## src/rtl/axil_reg_slave.sv

```systemverilog
// AXI4-lite register slave: 16 x 32-bit words, word 0 is a read-only ID.
// Independent write (AW/W/B) and read (AR/R) state machines; byte-lane strobes.
module axil_reg_slave #(
    parameter int unsigned          DATA_WIDTH    = 32,
    parameter int unsigned          ADDR_WIDTH    = 32,
    parameter int unsigned          REG_ADDR_BITS = 4,
    parameter logic [DATA_WIDTH-1:0] ID_VALUE     = 32'h1C2A_0001
) (
    input  logic                      clk,
    input  logic                      rst_n,
    input  logic [ADDR_WIDTH-1:0]     s_axil_awaddr,
    input  logic [2:0]                s_axil_awprot,
    input  logic                      s_axil_awvalid,
    output logic                      s_axil_awready,
    input  logic [DATA_WIDTH-1:0]     s_axil_wdata,
    input  logic [DATA_WIDTH/8-1:0]   s_axil_wstrb,
    input  logic                      s_axil_wvalid,
    output logic                      s_axil_wready,
    output logic [1:0]                s_axil_bresp,
    output logic                      s_axil_bvalid,
    input  logic                      s_axil_bready,
    input  logic [ADDR_WIDTH-1:0]     s_axil_araddr,
    input  logic [2:0]                s_axil_arprot,
    input  logic                      s_axil_arvalid,
    output logic                      s_axil_arready,
    output logic [DATA_WIDTH-1:0]     s_axil_rdata,
    output logic [1:0]                s_axil_rresp,
    output logic                      s_axil_rvalid,
    input  logic                      s_axil_rready
);

    localparam int unsigned STRB_WIDTH = DATA_WIDTH / 8;
    localparam int unsigned NUM_REGS   = 1 << REG_ADDR_BITS;
    localparam int unsigned IDX_MSB    = REG_ADDR_BITS + 1;
    localparam int unsigned HI_LSB     = REG_ADDR_BITS + 2;
    localparam logic [1:0]  RESP_OKAY   = 2'b00;
    localparam logic [1:0]  RESP_SLVERR = 2'b10;

    typedef enum logic [1:0] {W_IDLE, W_HAVE_AW, W_HAVE_W, W_RESP} w_state_t;
    typedef enum logic       {R_IDLE, R_DATA} r_state_t;

    w_state_t                  w_state, w_next;
    r_state_t                  r_state, r_next;
    logic                      en;
    logic [ADDR_WIDTH-1:0]     aw_addr_q;
    logic [DATA_WIDTH-1:0]     w_data_q;
    logic [STRB_WIDTH-1:0]     w_strb_q;
    logic [DATA_WIDTH-1:0]     regs [NUM_REGS];

    logic                      aw_hs, w_hs, ar_hs, commit;
    logic [ADDR_WIDTH-1:0]     wa_eff;
    logic [DATA_WIDTH-1:0]     wd_eff;
    logic [STRB_WIDTH-1:0]     ws_eff;
    logic [REG_ADDR_BITS-1:0]  w_idx, r_idx;
    logic                      w_oor, r_oor;
    logic                      unused_bits;

    assign aw_hs = s_axil_awvalid & s_axil_awready;
    assign w_hs  = s_axil_wvalid  & s_axil_wready;
    assign ar_hs = s_axil_arvalid & s_axil_arready;

    // Address/data for the commit come from the latch if that beat arrived earlier
    assign wa_eff = (w_state == W_HAVE_AW) ? aw_addr_q : s_axil_awaddr;
    assign wd_eff = (w_state == W_HAVE_W)  ? w_data_q  : s_axil_wdata;
    assign ws_eff = (w_state == W_HAVE_W)  ? w_strb_q  : s_axil_wstrb;
    assign w_idx  = wa_eff[IDX_MSB:2];
    assign w_oor  = |wa_eff[ADDR_WIDTH-1:HI_LSB];
    assign r_idx  = s_axil_araddr[IDX_MSB:2];
    assign r_oor  = |s_axil_araddr[ADDR_WIDTH-1:HI_LSB];
    assign commit = (w_state != W_RESP) && (w_next == W_RESP);

    assign unused_bits = ^{s_axil_awprot, s_axil_arprot, wa_eff[1:0], s_axil_araddr[1:0]};

    // Ready enable: held low through reset and the first edge after release
    always_ff @(posedge clk or negedge rst_n) begin
        if (!rst_n) en <= 1'b0;
        else        en <= 1'b1;
    end

    // Write FSM state register
    always_ff @(posedge clk or negedge rst_n) begin
        if (!rst_n) w_state <= W_IDLE;
        else        w_state <= w_next;
    end

    // Write FSM next state
    always_comb begin
        w_next = w_state;
        case (w_state)
            W_IDLE: begin
                if (aw_hs && w_hs) w_next = W_RESP;
                else if (aw_hs)    w_next = W_HAVE_AW;
                else if (w_hs)     w_next = W_HAVE_W;
            end
            W_HAVE_AW: if (w_hs)          w_next = W_RESP;
            W_HAVE_W:  if (aw_hs)         w_next = W_RESP;
            W_RESP:    if (s_axil_bready) w_next = W_IDLE;
            default:   w_next = W_IDLE;
        endcase
    end

    // Write FSM outputs decoded from the registered state
    always_comb begin
        s_axil_awready = 1'b0;
        s_axil_wready  = 1'b0;
        s_axil_bvalid  = 1'b0;
        case (w_state)
            W_IDLE:    begin s_axil_awready = en; s_axil_wready = en; end
            W_HAVE_AW: s_axil_wready  = en;
            W_HAVE_W:  s_axil_awready = en;
            W_RESP:    s_axil_bvalid  = 1'b1;
            default:   ;
        endcase
    end

    // Latch each write beat on its own handshake
    always_ff @(posedge clk or negedge rst_n) begin
        if (!rst_n) begin
            aw_addr_q <= '0;
            w_data_q  <= '0;
            w_strb_q  <= '0;
        end else begin
            if (aw_hs) aw_addr_q <= s_axil_awaddr;
            if (w_hs) begin
                w_data_q <= s_axil_wdata;
                w_strb_q <= s_axil_wstrb;
            end
        end
    end

    // Register file update and write response on the edge entering W_RESP
    always_ff @(posedge clk or negedge rst_n) begin
        if (!rst_n) begin
            for (int unsigned i = 0; i < NUM_REGS; i++) regs[i] <= '0;
            s_axil_bresp <= RESP_OKAY;
        end else if (commit) begin
            s_axil_bresp <= w_oor ? RESP_SLVERR : RESP_OKAY;
            if (!w_oor && (w_idx != '0)) begin
                for (int unsigned b = 0; b < STRB_WIDTH; b++) begin
                    if (ws_eff[b]) regs[w_idx][8*b +: 8] <= wd_eff[8*b +: 8];
                end
            end
        end
    end

    // Read FSM state register
    always_ff @(posedge clk or negedge rst_n) begin
        if (!rst_n) r_state <= R_IDLE;
        else        r_state <= r_next;
    end

    // Read FSM next state
    always_comb begin
        r_next = r_state;
        case (r_state)
            R_IDLE:  if (ar_hs)         r_next = R_DATA;
            R_DATA:  if (s_axil_rready) r_next = R_IDLE;
            default: r_next = R_IDLE;
        endcase
    end

    // Read FSM outputs decoded from the registered state
    always_comb begin
        s_axil_arready = 1'b0;
        s_axil_rvalid  = 1'b0;
        case (r_state)
            R_IDLE:  s_axil_arready = en;
            R_DATA:  s_axil_rvalid  = 1'b1;
            default: ;
        endcase
    end

    // Read data/response captured on the AR handshake (sees pre-write contents)
    always_ff @(posedge clk or negedge rst_n) begin
        if (!rst_n) begin
            s_axil_rdata <= '0;
            s_axil_rresp <= RESP_OKAY;
        end else if (ar_hs) begin
            if (r_oor) begin
                s_axil_rdata <= '0;
                s_axil_rresp <= RESP_SLVERR;
            end else if (r_idx == '0) begin
                s_axil_rdata <= ID_VALUE;
                s_axil_rresp <= RESP_OKAY;
            end else begin
                s_axil_rdata <= regs[r_idx];
                s_axil_rresp <= RESP_OKAY;
            end
        end
    end

endmodule

```

## config.mk

```make
export PLATFORM = sky130hd
export DESIGN_NAME = axil_reg_slave
export DESIGN_NICKNAME = d
export VERILOG_FILES = /design/src/rtl/axil_reg_slave.sv
export SDC_FILE = /design/constraint.sdc
export NUM_CORES = 1
export LEC_CHECK = 0
export CAP_MARGIN = 20
export CORE_MARGIN = 2
export CORE_UTILIZATION = 40
export CTS_BUF_LIST = sky130_fd_sc_hd__clkbuf_16
export CTS_CLUSTER_DIAMETER = 50
export CTS_CLUSTER_SIZE = 25
export DETAILED_ROUTE_END_ITERATION = 10
export SYNTH_ARGS = -nofsm -noshare
export SYNTH_HDL_FRONTEND = slang
export SYNTH_SLANG_ARGS = --single-unit
```

## constraint.sdc

```tcl
create_clock -name clk -period 8.9 [get_ports clk]
set_clock_uncertainty 0.15 [all_clocks]
set_input_delay 1.78 -clock clk [delete_from_list [all_inputs] [get_ports clk]]
set_output_delay 1.78 -clock clk [all_outputs]
set_load 0.02 [all_outputs]
```

* After elaboration in Yosys (flattened, before gate mapping) *
Index checks and enable logic that the tools add are counted.

word-level totals
  register bits after elaboration = 620
  word-level logic and storage cells = 99
  output and inout bits = 41
  input bits = 113

cells by class
  reduce and logical (&&, ||, !) cells = 13
  bitwise operators = 6
  order comparisons = 3
  eq/ne operators = 5
  mux-type cells = 47

operators with widths
  kind                                                count
  two-way mux 512 bit                                 10
  bitwise mux 512 bit                                 4
  demux 32 bit (select 4 bit)                         4
  two-way mux 32 bit                                  7
  binary-select mux 32 bit (select 4 bit)             1
  OR reduction 26 bit                                 2
  two-way mux 24 bit                                  1
  two-way mux 16 bit                                  1
  two-way mux 2 bit                                   8
  >= comparator 5 bit, second input constant          2
  inverter 4 -> 5 bit                                 2
  two-way mux 8 bit                                   1
  case mux 2 bit (4 select lines)                     1
  two-way mux 1 bit                                   7
  == test 2 bit, second input constant                3
  < comparator 5 x 1 -> 1 bit, second input constant  1
  logical AND 1 bit                                   4
  logical NOT 4 bit                                   1
  two-way mux 4 bit                                   1
  nonzero test 4 bit                                  1
  OR reduction 2 bit                                  2
  bitwise AND 1 bit                                   3
  == test 2 x 1 -> 1 bit, second input constant       1
  logical NOT 2 bit                                   1
  5 further kinds                                     5

* Depth between registers and ports, before layout *
Gate-level depths: netlist of run 1.

  depth in word-level cells = 21
  depth in mapped cells = 9
  mapped depth without buffers = 5

* Least setup slack after synthesis of run 1 *
No wires, ideal clock.

  path type = in2reg
  from = input s_axil_awaddr[12]
  to = register regs[448] in the netlist's numbering
  setup time = 125 ps
  stages on the path = 6
  arrival = 3,988 ps
  slack = 4,637 ps
  cell sequence = or4_4 -> nor4_4 -> o211ai_4 -> buf_12 -> nor4_4 -> mux2_4

between the ends
  word-level cells in the longest chain between the ends = 5

ends and longest elaborated chain
  what                            RTL line  source
  start: declaration              11        input logic [ADDR_WIDTH-1:0] s_axil_awaddr,
  two-way mux 32 bit              63        assign wa_eff = (w_state == W_HAVE_AW) ? aw_addr_q : s_axil_awaddr;
  OR reduction 26 bit             67        assign w_oor = |wa_eff[ADDR_WIDTH-1:HI_LSB];
  logical NOT 1 bit               138       if (!w_oor && (w_idx != '0)) begin
  logical AND 1 bit               138
  AND reduction 2 bit (no line)   n/a
  end signal: indexed assignment  140       if (ws_eff[b]) regs[w_idx][8*b +: 8] <= wd_eff[8*b +: 8];
  end: declaration                48        logic [DATA_WIDTH-1:0] regs [NUM_REGS];

Every way passes these cells.
A chain may end at the register's enable or synchronous reset.

* Final worst setup path of run 1 *
  from = input s_axil_wvalid
  to = register regs[315] in the netlist's numbering

between the ends
  word-level cells in the longest chain between the ends = 8

ends and longest elaborated chain
  what                                 RTL line  source
  start: declaration                   17        input logic s_axil_wvalid,
  bitwise AND 1 bit (*)                59        assign w_hs = s_axil_wvalid & s_axil_wready;
  two-way mux 2 bit                    93        else if (w_hs) w_next = W_HAVE_W;
  two-way mux 2 bit                    92        else if (aw_hs) w_next = W_HAVE_AW;
  two-way mux 2 bit                    91        if (aw_hs && w_hs) w_next = W_RESP;
  case mux 2 bit (4 select lines) (*)  89        case (w_state)
  == test 2 bit (*)                    70        assign commit = (w_state != W_RESP) && (w_next == W_RESP);
  logical AND 1 bit (*)                70
  AND reduction 2 bit (no line) (*)    n/a

Mark *: on every way between the ends. The rest lies on a longest branch, timed or not.

==> results.md, run 1 <==
- Status: complete, no violations
- R2R setup slack: 4.68 ns
- Vias: 16,081
- Post-synth cell types: 44
- Worst setup SP type: primary input
- Vias in the first global route: 17,326
- GRT Total Usage: 19.4%
- Most frequent cells in the layout: dfrtp_1 (609), mux2_2 (588), clkdlybuf4s50_1 (136), mux4_2 (121), clkbuf_16 (73)
- Largest net degree at the start of global routing: 195
- Detailed Route WL: between 70,000 and 80,000 µm
- Worst-margin pin slew: 1.19 ns
- Area growth syn-to-layout: 17.1%
- First-pass GRT wire length: 108,000 µm
- Final setup TNS: 0 ns
- Ys Warns: 0
- Final Non-Filler Cells: 2,913
- CP startpoint: s_axil_wvalid
- Predominant post-synthesis flop cell: dfrtp_1
- WP data arrival: 5.26 ns
- Multi-input gate area: 0.0126 mm²
- Number of synthesized flops with an enable pin: 0
- Max-cap violations: 0
- CP endpoint: regs[315]
- Maximum vdd drop: 0.126 mV
- Global route overflow: 0
- Drt drc: 0
- Register area: 0.0152 mm²
- #FFs+latches synth: 609
- Design Area, Final: between 0.03 and 0.04 mm²
- HPWL Detailed: between 40,000 and 50,000 µm
- Critical path type: in -> reg
- Slew headroom: 20.8%
- Final WS setup: ~4.0 ns
- CTS tree: yes
- Pins Over Slew Limit: 0
- 1st-pass router iterations: 6
- Die span in x: 270 µm
- Hold Violations, Final: 0
- # fillers: slightly above 6,000
- Cell Pwr Density: ~220 mW/mm²
- Initial Util: 40.5%
- Die area: 0.0731 mm²
- Util after Layout: 47.4%
- Share of the synthesized area in the top cell type: 53.7%
- Sequential area share after synthesis: 53.7%
- Synth area leaders: dfrtp_1 (54%), mux2_2 (23%), mux4_2 (9.6%)
- Number of DRC markers in iteration 0: 967
- Vias/cell: 5.52
- Pleak: approximately 16 nW
- Worst R2R End: regs[315]
- Core ar.: between 0.07 and 0.08 mm²
- CTS Buffer Depth: 3
- Final min period: 4.92 ns
- Total setup buffers inserted after CTS: 0
- Cells after DPL: around 2,800
- DRT antenna net count: 0
- Num Clock Sinks: 609
- Mapped Cells: about 1,800
- # IOs: between 150 and 200
- Max FO, Critical Path: 11
- Reg-to-reg startpoint: w_state[1]
- RSZ-0062 raised after global routing: no
- Commonest non-fill, non-tap cell in the layout: dfrtp_1
- Worst hold path type: reg -> reg
- # resized after CTS: 0
- Post-cts hold buffer count: 0
- GP Congestion: 0.758
- Worst setup EP type: register
- Share of cells above drive strength 1: between 40% and 50%
- CTS clk-pin slew, worst paths: 0.06 ns
- Row count: 97
- CTS H-Tree Depth: 3
- Worst EP required: 9.24 ns
- F_max: approximately 200 MHz
- Reg2Reg Depth: 5
- Placed Area: between 0.03 and 0.04 mm²
- Final #Nets: 2,027
- Pre-CTS setup slack: 3.42 ns
- Average wire per standard cell: 24.0 µm
- Synthesized cell area: 0.0284 mm²
- Number of CTS-inserted buffers: 70
- Synth Area per Inst: 15.7 µm²
- Final period util: ~55%
- Synth area leader: dfrtp_1
- Latest clock arrival within the worst-skew pair: approximately 0.6 ns
- Setup Viol. Count Final: 0
- Die Height: 270 µm
- Port bufs: 141
- CTS Root Buffer Type: clkbuf_16
- Fraction of registers with async set/reset: 100%
- Antenna violations before repair: 1
-- kinds of logic (layout without fill, tap and decap cells) --
| logic type | after synthesis | count (layout) | synth area share, % |
|---|---|---|---|
| mux | 766 | 766 | 35.1 |
| flops | 609 | 609 | 53.7 |
| simple gates | 187 | 187 | 6.79 |
| buf+inv | 149 | 313 | 2.25 |
| compound gates | 94 | 94 | 2.14 |
| other cells | 2 | 4 | 0.0265 |
-- metal layers --
layer / global-route usage (%) / part of all wire, % / vias up / routed length (µm)
met5: 0 / 0.019 / - / 13
met4: 6.03 / 2.2 / 2 / 1560
met3: 3.20 / 4.3 / 84 / 3030
met2: 31.1 / 48 / 362 / 33300
met1: 27.2 / 46 / 8642 / 32100
li1: - / - / 6991 / -
-- sequential cells by signal, summed over array words and instances, names as in the netlist --
name / count
w_strb_q: 4
aw_addr_q: 30
s_axil_rdata: 32
w_state: 2
s_axil_bresp: 1
w_data_q: 32
s_axil_rresp: 1
r_state: 1
en: 1
regs: 505
-- worst max-delay path: stages --
cell and delay [ns]:
clkdlybuf4s50_1 0.53, nor2_1 0.09, nor3_4 0.47, nand3_1 0.88
nor4_4 1.08, mux2_2 0.41
-- synthesized netlist by cell type (3+ instances only) --
cell type,instances
inv_1,14
nand4bb_1,3
o221ai_1,16
buf_2,18
o211ai_1,3
a22o_1,7
mux4_2,121
buf_8,3
nor4_1,15
mux2_4,8
buf_1,14
nor2_1,15
mux2_2,589
a21oi_1,26
nor4_4,61
clkbuf_1,97
o21ai_0,31
o31ai_1,4
dfrtp_1,609
nand4_1,3
mux2i_1,46
nor2b_1,5
nand2_1,71
-- stage by stage --
stage,power [mW],hold slack [ns]
final,7.27,0.223
after global placement,4.14,0.211
after CTS,7.34,0.227
after floorplan,3.80,0.275
after global routing,7.58,0.237
after detailed placement,4.19,0.213
-- how the worst min path moves through the flow --
stage | slack [ns] | endpoint | startpoint | cells past startpoint
finish | 0.22 | regs[485] | regs[485] | 0
detailed placement | 0.21 | regs[491] | regs[491] | 0
global route | 0.24 | regs[493] | regs[493] | 0
floorplan | 0.27 | regs[482] | regs[482] | 1
global placement | 0.21 | regs[495] | regs[495] | 0
CTS | 0.23 | regs[491] | regs[491] | 0
-- cell type report --
cell class | count | share of cell area, %
clock inverter | 57 | 2.13
sequential | 609 | 45.8
multi-input combinational | 1050 | 37.8
clock buffer | 73 | 5.49
antenna | 1 | 0.00753
timing repair buffer | 169 | 5.05
inverter | 14 | 0.158
tap | 940 | 3.54
-- where the power goes --
| part | total [mW] | leakage (nW) | internal [mW] | switching [mW] |
|---|---|---|---|---|
| sequential | 3.01 | 8.35 | 2.92 | 0.0945 |
| clock | 3.12 | 1.25 | 1.86 | 1.26 |
| combinational | 1.13 | 5.98 | 0.384 | 0.749 |
| total | 7.27 | 15.6 | 5.17 | 2.10 |
(Power assumes the default switching activity.)
==> run 2: changes to the inputs <==
- clock period: 8.9 -> 4.6 ns (I/O delays scaled with it)
==> results.md, run 2 (same netlist as run 1, synthesis figures left out) <==
- Status: complete, no violations
- DRT antenna net count: 0
- Largest net degree at the start of global routing: 114
- Worst hold path type: reg -> reg
- Setup Viol. Count Final: 0
- CTS Root Buffer Type: clkbuf_16
- Antenna violations before repair: 1
- Pre-CTS setup slack: 0.456 ns
- CTS clk-pin slew, worst paths: 0.07 ns
- Drt drc: 0
- 1st-pass router iterations: 4
- F_max: 263 MHz
- Vias: around 16,000
- Worst R2R End: regs[6]
- # resized after CTS: 0
- Cells after DPL: 2,856
- Num Clock Sinks: 609
- Initial Util: 40.5%
- Average wire per standard cell: approximately 24 µm
- Top reg by flops: regs
- Final period util: 82.7%
- Share of cells above drive strength 1: 49.9%
- Maximum vdd drop: around 0.28 mV
- Max-cap violations: 0
- CTS Buffer Depth: 3
- Die area: 0.0731 mm²
- Endpoint, Worst Hold: regs[510]
- GP Congestion: 0.781
- Slowest Stage Delay on Critical Path: 0.66 ns
- Worst-margin pin slew: 1.00 ns
- # IOs: 154
- R2R setup slack: 0.80 ns
- Max FO, Critical Path: 13
- Worst setup EP type: register
- Pleak: 15.8 nW
- Largest registers: regs x505, s_axil_rdata x32, w_data_q x32
- Latest clock arrival within the worst-skew pair: 0.64 ns
- Most frequent cells in the layout: dfrtp_1 (609), mux2_2 (588), clkdlybuf4s50_1 (136), mux4_2 (121), buf_4 (90)
- GRT Total Usage: approximately 19%
- Worst EP required: around 5 ns
- Vias in the first global route: 17,517
- Slew headroom: about a third
- Critical path type: reg -> reg
- Port bufs: 141
- Area growth syn-to-layout: 18.0%
- Cell Pwr Density: 398 mW/mm²
- RSZ-0062 raised after global routing: no
- Number of DRC markers in iteration 0: ~1,100
- Hold Path Stages: 0
- Die Height: 270 µm
- Final WS setup: between 0.7 and 0.8 ns
- WP data arrival: between 4 and 5 ns
- Total setup buffers inserted after CTS: 0
- Vias/cell: approximately 5.5
- Slowest stage cell, crit path: nand2b_1
- CTS H-Tree Depth: 2
- First-pass GRT wire length: around 110,000 µm
- Core ar.: roughly 0.070 mm²
- Die span in x: 270 µm
- Final Non-Filler Cells: 2,969
- Final min period: 3.80 ns
- CP delay by family, top: simple AND/OR/NAND/NOR gates
- HPWL Detailed: 44,900 µm
- Critical path's most frequent cell: buf_4
- # fillers: between 6,000 and 7,000
- Final setup TNS: 0 ns
- Reg2Reg Depth: 7
- Critical path, cell by cell: nand2b_1 -> mux2i_1 -> o211ai_1 -> buf_4 -> nor4_2 -> buf_4 -> mux2_2
- Pins Over Slew Limit: 0
- Commonest non-fill, non-tap cell in the layout: dfrtp_1
- Max FFs per register: 505
- Util after Layout: 47.8%
- Ant diodes: 0
- Fin Hold WS: between 0.2 and 0.25 ns
- Hold Violations, Final: 0
- Final #Nets: roughly 2,100
- Detailed Route WL: 70,100 µm
- WP buf/inv: 2
- CTS tree: yes
- Hold Crit Start: regs[510]
- Row count: 97
- Global route overflow: 0
- Number of CTS-inserted buffers: 61
- Worst setup SP type: register
- Post-cts hold buffer count: 0
- Reg-to-reg startpoint: w_state[1]
run 2: cell types whose count changed in the layout (fill, tap and decap cells not counted), sizes merged:
cell      delta
bufinv       -5
clkinv       +5
inv          -8
buf         +74
clkinvlp     +3
diode        -1
clkbuf      -12
run 2: layer usage:
| metal | GRT usage [%] | routed length [µm] |
|---|---|---|
| met5 | 0 | 12 |
| met4 | 4.70 | 1440 |
| met3 | 3.61 | 3150 |
| met2 | 31.4 | 33200 |
| met1 | 27.3 | 32300 |
run 2: cell type report:
type / count / area [µm²] / share of cell area (%)
repair buffers: 243 / 2330 / 6.96
inverters: 14 / 52.6 / 0.157
flip-flops and latches: 609 / 15200 / 45.5
multi-input cells: 1050 / 12600 / 37.5
well taps: 940 / 1180 / 3.51
clock buffers: 61 / 1530 / 4.56
clock inverters: 52 / 611 / 1.82
run 2: power breakdown:
group          total, mW  leakage (nW)  internal [mW]  switching [mW]
registers           5.83          8.35           5.65           0.185
clock network       5.25          1.02           2.87            2.38
logic               2.26          6.41          0.761            1.50
run 2: worst max-delay path by stage:
| stage | slack [ns] | end | cells past startpoint | startpoint |
|---|---|---|---|---|
| floorplan | 1.20 | regs[448] | 6 | s_axil_awaddr[12] |
| global placement | 0.52 | regs[43] | 8 | s_axil_awaddr[12] |
| detailed placement | 0.46 | regs[336] | 8 | s_axil_awaddr[12] |
| CTS | 0.79 | regs[6] | 7 | w_state[1] |
| global route | 0.56 | regs[6] | 7 | w_state[1] |
| finish | 0.80 | regs[6] | 7 | w_state[1] |
run 2: metrics by stage:
step	area [µm²]	total power, mW
after detailed placement	31400	8.18
final	33500	13.3
after CTS	33500	13.5
after global placement	31300	8.08
after floorplan	28400	7.35
after global routing	33500	13.9
==> run 3: changes to the inputs <==
- clock period: 4.6 -> 3.79 ns (I/O delays scaled with it)
==> results.md, run 3 (same netlist as run 1, synthesis figures left out) <==
- Die span in x: 270 µm
- Drt drc: 0
- HPWL Detailed: 46,000 µm
- Fin Hold WS: approximately 0.23 ns
- Sw Share: 29.4%
- Max-cap violations: 0
- First-pass GRT wire length: around 110,000 µm
- Pins Over Slew Limit: 0
- Core ar.: 0.0701 mm²
- CTS Root Buffer Type: clkbuf_16
- Register area: 0.0152 mm²
- Initial Util: 40.5%
- Largest registers: regs x505, s_axil_rdata x32, w_data_q x32
- # resized after CTS: 0
- Endpoint, Worst Hold: regs[495]
- Worst setup EP type: register
- Number of CTS-inserted buffers: 66
- Die Height: 270 µm
- CTS clk-pin slew, worst paths: ~0.060 ns
- # IOs: about 150
- Status: complete, no violations
- Antenna violations before repair: 2
- Vias/cell: 5.44
- Worst-margin pin slew: 0.794 ns
- Final min period: 3.30 ns
- Number of DRC markers in iteration 0: 929
- CP startpoint: w_state[1]
- Final setup TNS: 0 ns
- GRT Total Usage: 19.4%
- Critical path type: reg -> reg
- R2R setup slack: 0.49 ns
- Final period util: 87.2%
- Worst EP required: 4.12 ns
- Reg-to-reg startpoint: w_state[1]
- Reg2Reg Depth: 8
- # fillers: 5,991
- Hold Violations, Final: 0
- Final #Nets: 2,120
- Hold Crit Start: regs[495]
- WP buf/inv: 3
- Maximum vdd drop: 0.256 mV
- Average wire per standard cell: 23.2 µm
- Setup Viol. Count Final: 0
- GP Congestion: 0.817
- Die area: about 0.073 mm²
- Vias in the first global route: 17,897
- Max FFs per register: 505
- Commonest non-fill, non-tap cell in the layout: dfrtp_1
- CTS Buffer Depth: 3
- DRT antenna net count: 0
- Clock network fraction of design power: 40.9%
- CTS tree: yes
- Logic pwr share: between 15 and 20%
- F_max: 303 MHz
- Most frequent cells in the layout: dfrtp_1 (609), mux2_2 (588), clkdlybuf4s50_1 (136), mux4_2 (121), clkbuf_16 (71)
- Largest net degree at the start of global routing: 119
- Vias: roughly 16,000
- Area growth syn-to-layout: 21.4%
- Internal Pwr Total: about 12 mW
- Slowest stage cell, crit path: dfrtp_1
- Critical path, cell by cell: nand2b_1 -> buf_4 -> mux2i_1 -> o211ai_1 -> buf_4 -> nor4_4 -> buf_12 -> mux2_2
- Global route overflow: 0
- Slowest Stage Delay on Critical Path: 0.56 ns
- Latest clock arrival within the worst-skew pair: 0.60 ns
- Worst R2R End: regs[54]
- Critical path's most frequent cell: buf_4
- Top reg by flops: regs
- Sw power: 4.88 mW
- WP data arrival: ~3.6 ns
- Slew headroom: 46.6%
- Power share of the sequential group: 42.6%
- Max FO, Critical Path: 13
- Cell Pwr Density: 482 mW/mm²
- RSZ-0062 raised after global routing: no
- 1st-pass router iterations: 5
- CTS H-Tree Depth: 3
- Detailed Route WL: 69,500 µm
- Row count: 97
- Port bufs: between 100 and 150
- Pleak: approximately 16 nW
- Share of cells above drive strength 1: approximately half
- Hold Path Stages: 0
- CP delay by family, top: multiplexers
- Worst setup SP type: register
- Worst hold path type: reg -> reg
- Multi-input gate area: 0.0126 mm²
- Num Clock Sinks: ~610
## run 3: cell count changes in the layout (fill, tap and decap cells not counted), moves of 3 or more
cell and change:
clkbuf_16 +10, clkinvlp_4 -5, buf_12 +50, buf_4 -27, clkinv_8 -3, clkinv_1 +3
## run 3: metal layers
metal / vias up / GRT usage [%] / wire length [µm]
li1: 7177 / - / -
met1: 8689 / 27.2 / 31900
met2: 354 / 31.2 / 33200
met3: 92 / 3.17 / 3090
met4: 2 / 5.41 / 1350
met5: - / 0 / 10
## run 3: timing repair
item / 4_1_cts / 5_1_grt
setup buffers: 0 / 0
endpoints found under the hold margin: 46 / 0
hold buffers: 1 / 0
## run 3: worst max path at each step
stage / to / slack, ns / cells after the start
detailed placement: regs[252] / 0.15 / 8
finish: regs[54] / 0.49 / 8
global placement: regs[363] / 0.17 / 8
global route: regs[54] / 0.35 / 8
CTS: regs[16] / 0.55 / 8
floorplan: regs[448] / 0.55 / 6
## run 3: metrics by stage
| stage | setup WS (ns) | cell area (µm²) | util (%) | instances | power, mW |
|---|---|---|---|---|---|
| 4_1_cts | 0.546 | 34400 | 49.1 | 2996 | 16.8 |
| 6_report | 0.485 | 34500 | 49.1 | 2999 | 16.6 |
| 2_1_floorplan | 0.549 | 28400 | - | 1808 | 8.92 |
| 3_5_place_dp | 0.153 | 32100 | 45.8 | 2876 | 9.92 |
| 5_1_grt | 0.350 | 34500 | 49.1 | 2998 | 17.3 |
| 3_3_place_gp | 0.167 | 32100 | 45.8 | 2876 | 9.79 |
## run 3: worst register-to-register path: stages, from the launching register on
cell and delay (ns):
dfrtp_1 0.56, nand2b_1 0.36, buf_4 0.25, mux2i_1 0.51, o211ai_1 0.24, buf_4 0.29
nor4_4 0.30, buf_12 0.20, mux2_2 0.34
## run 3: area by class of cell
cell class / count / area share (%)
Inverter: 14 / 0.152
Antenna cell: 1 / 0.00726
Tap cell: 940 / 3.41
Multi-Input combinational cell: 1050 / 36.4
Timing Repair Buffer: 266 / 9.07
Clock buffer: 71 / 5.15
Clock inverter: 48 / 1.54
Sequential cell: 609 / 44.2
## run 3: power groups by stage
stage / Sequential [mW] / Clock [mW] / Combinational (mW)
floorplan: 7.11 / 0 / 1.81
global placement: 7.16 / 0 / 2.63
detailed placement: 7.19 / 0 / 2.73
CTS: 7.07 / 6.97 / 2.74
global route: 7.11 / 7.26 / 2.96
finish: 7.08 / 6.79 / 2.74
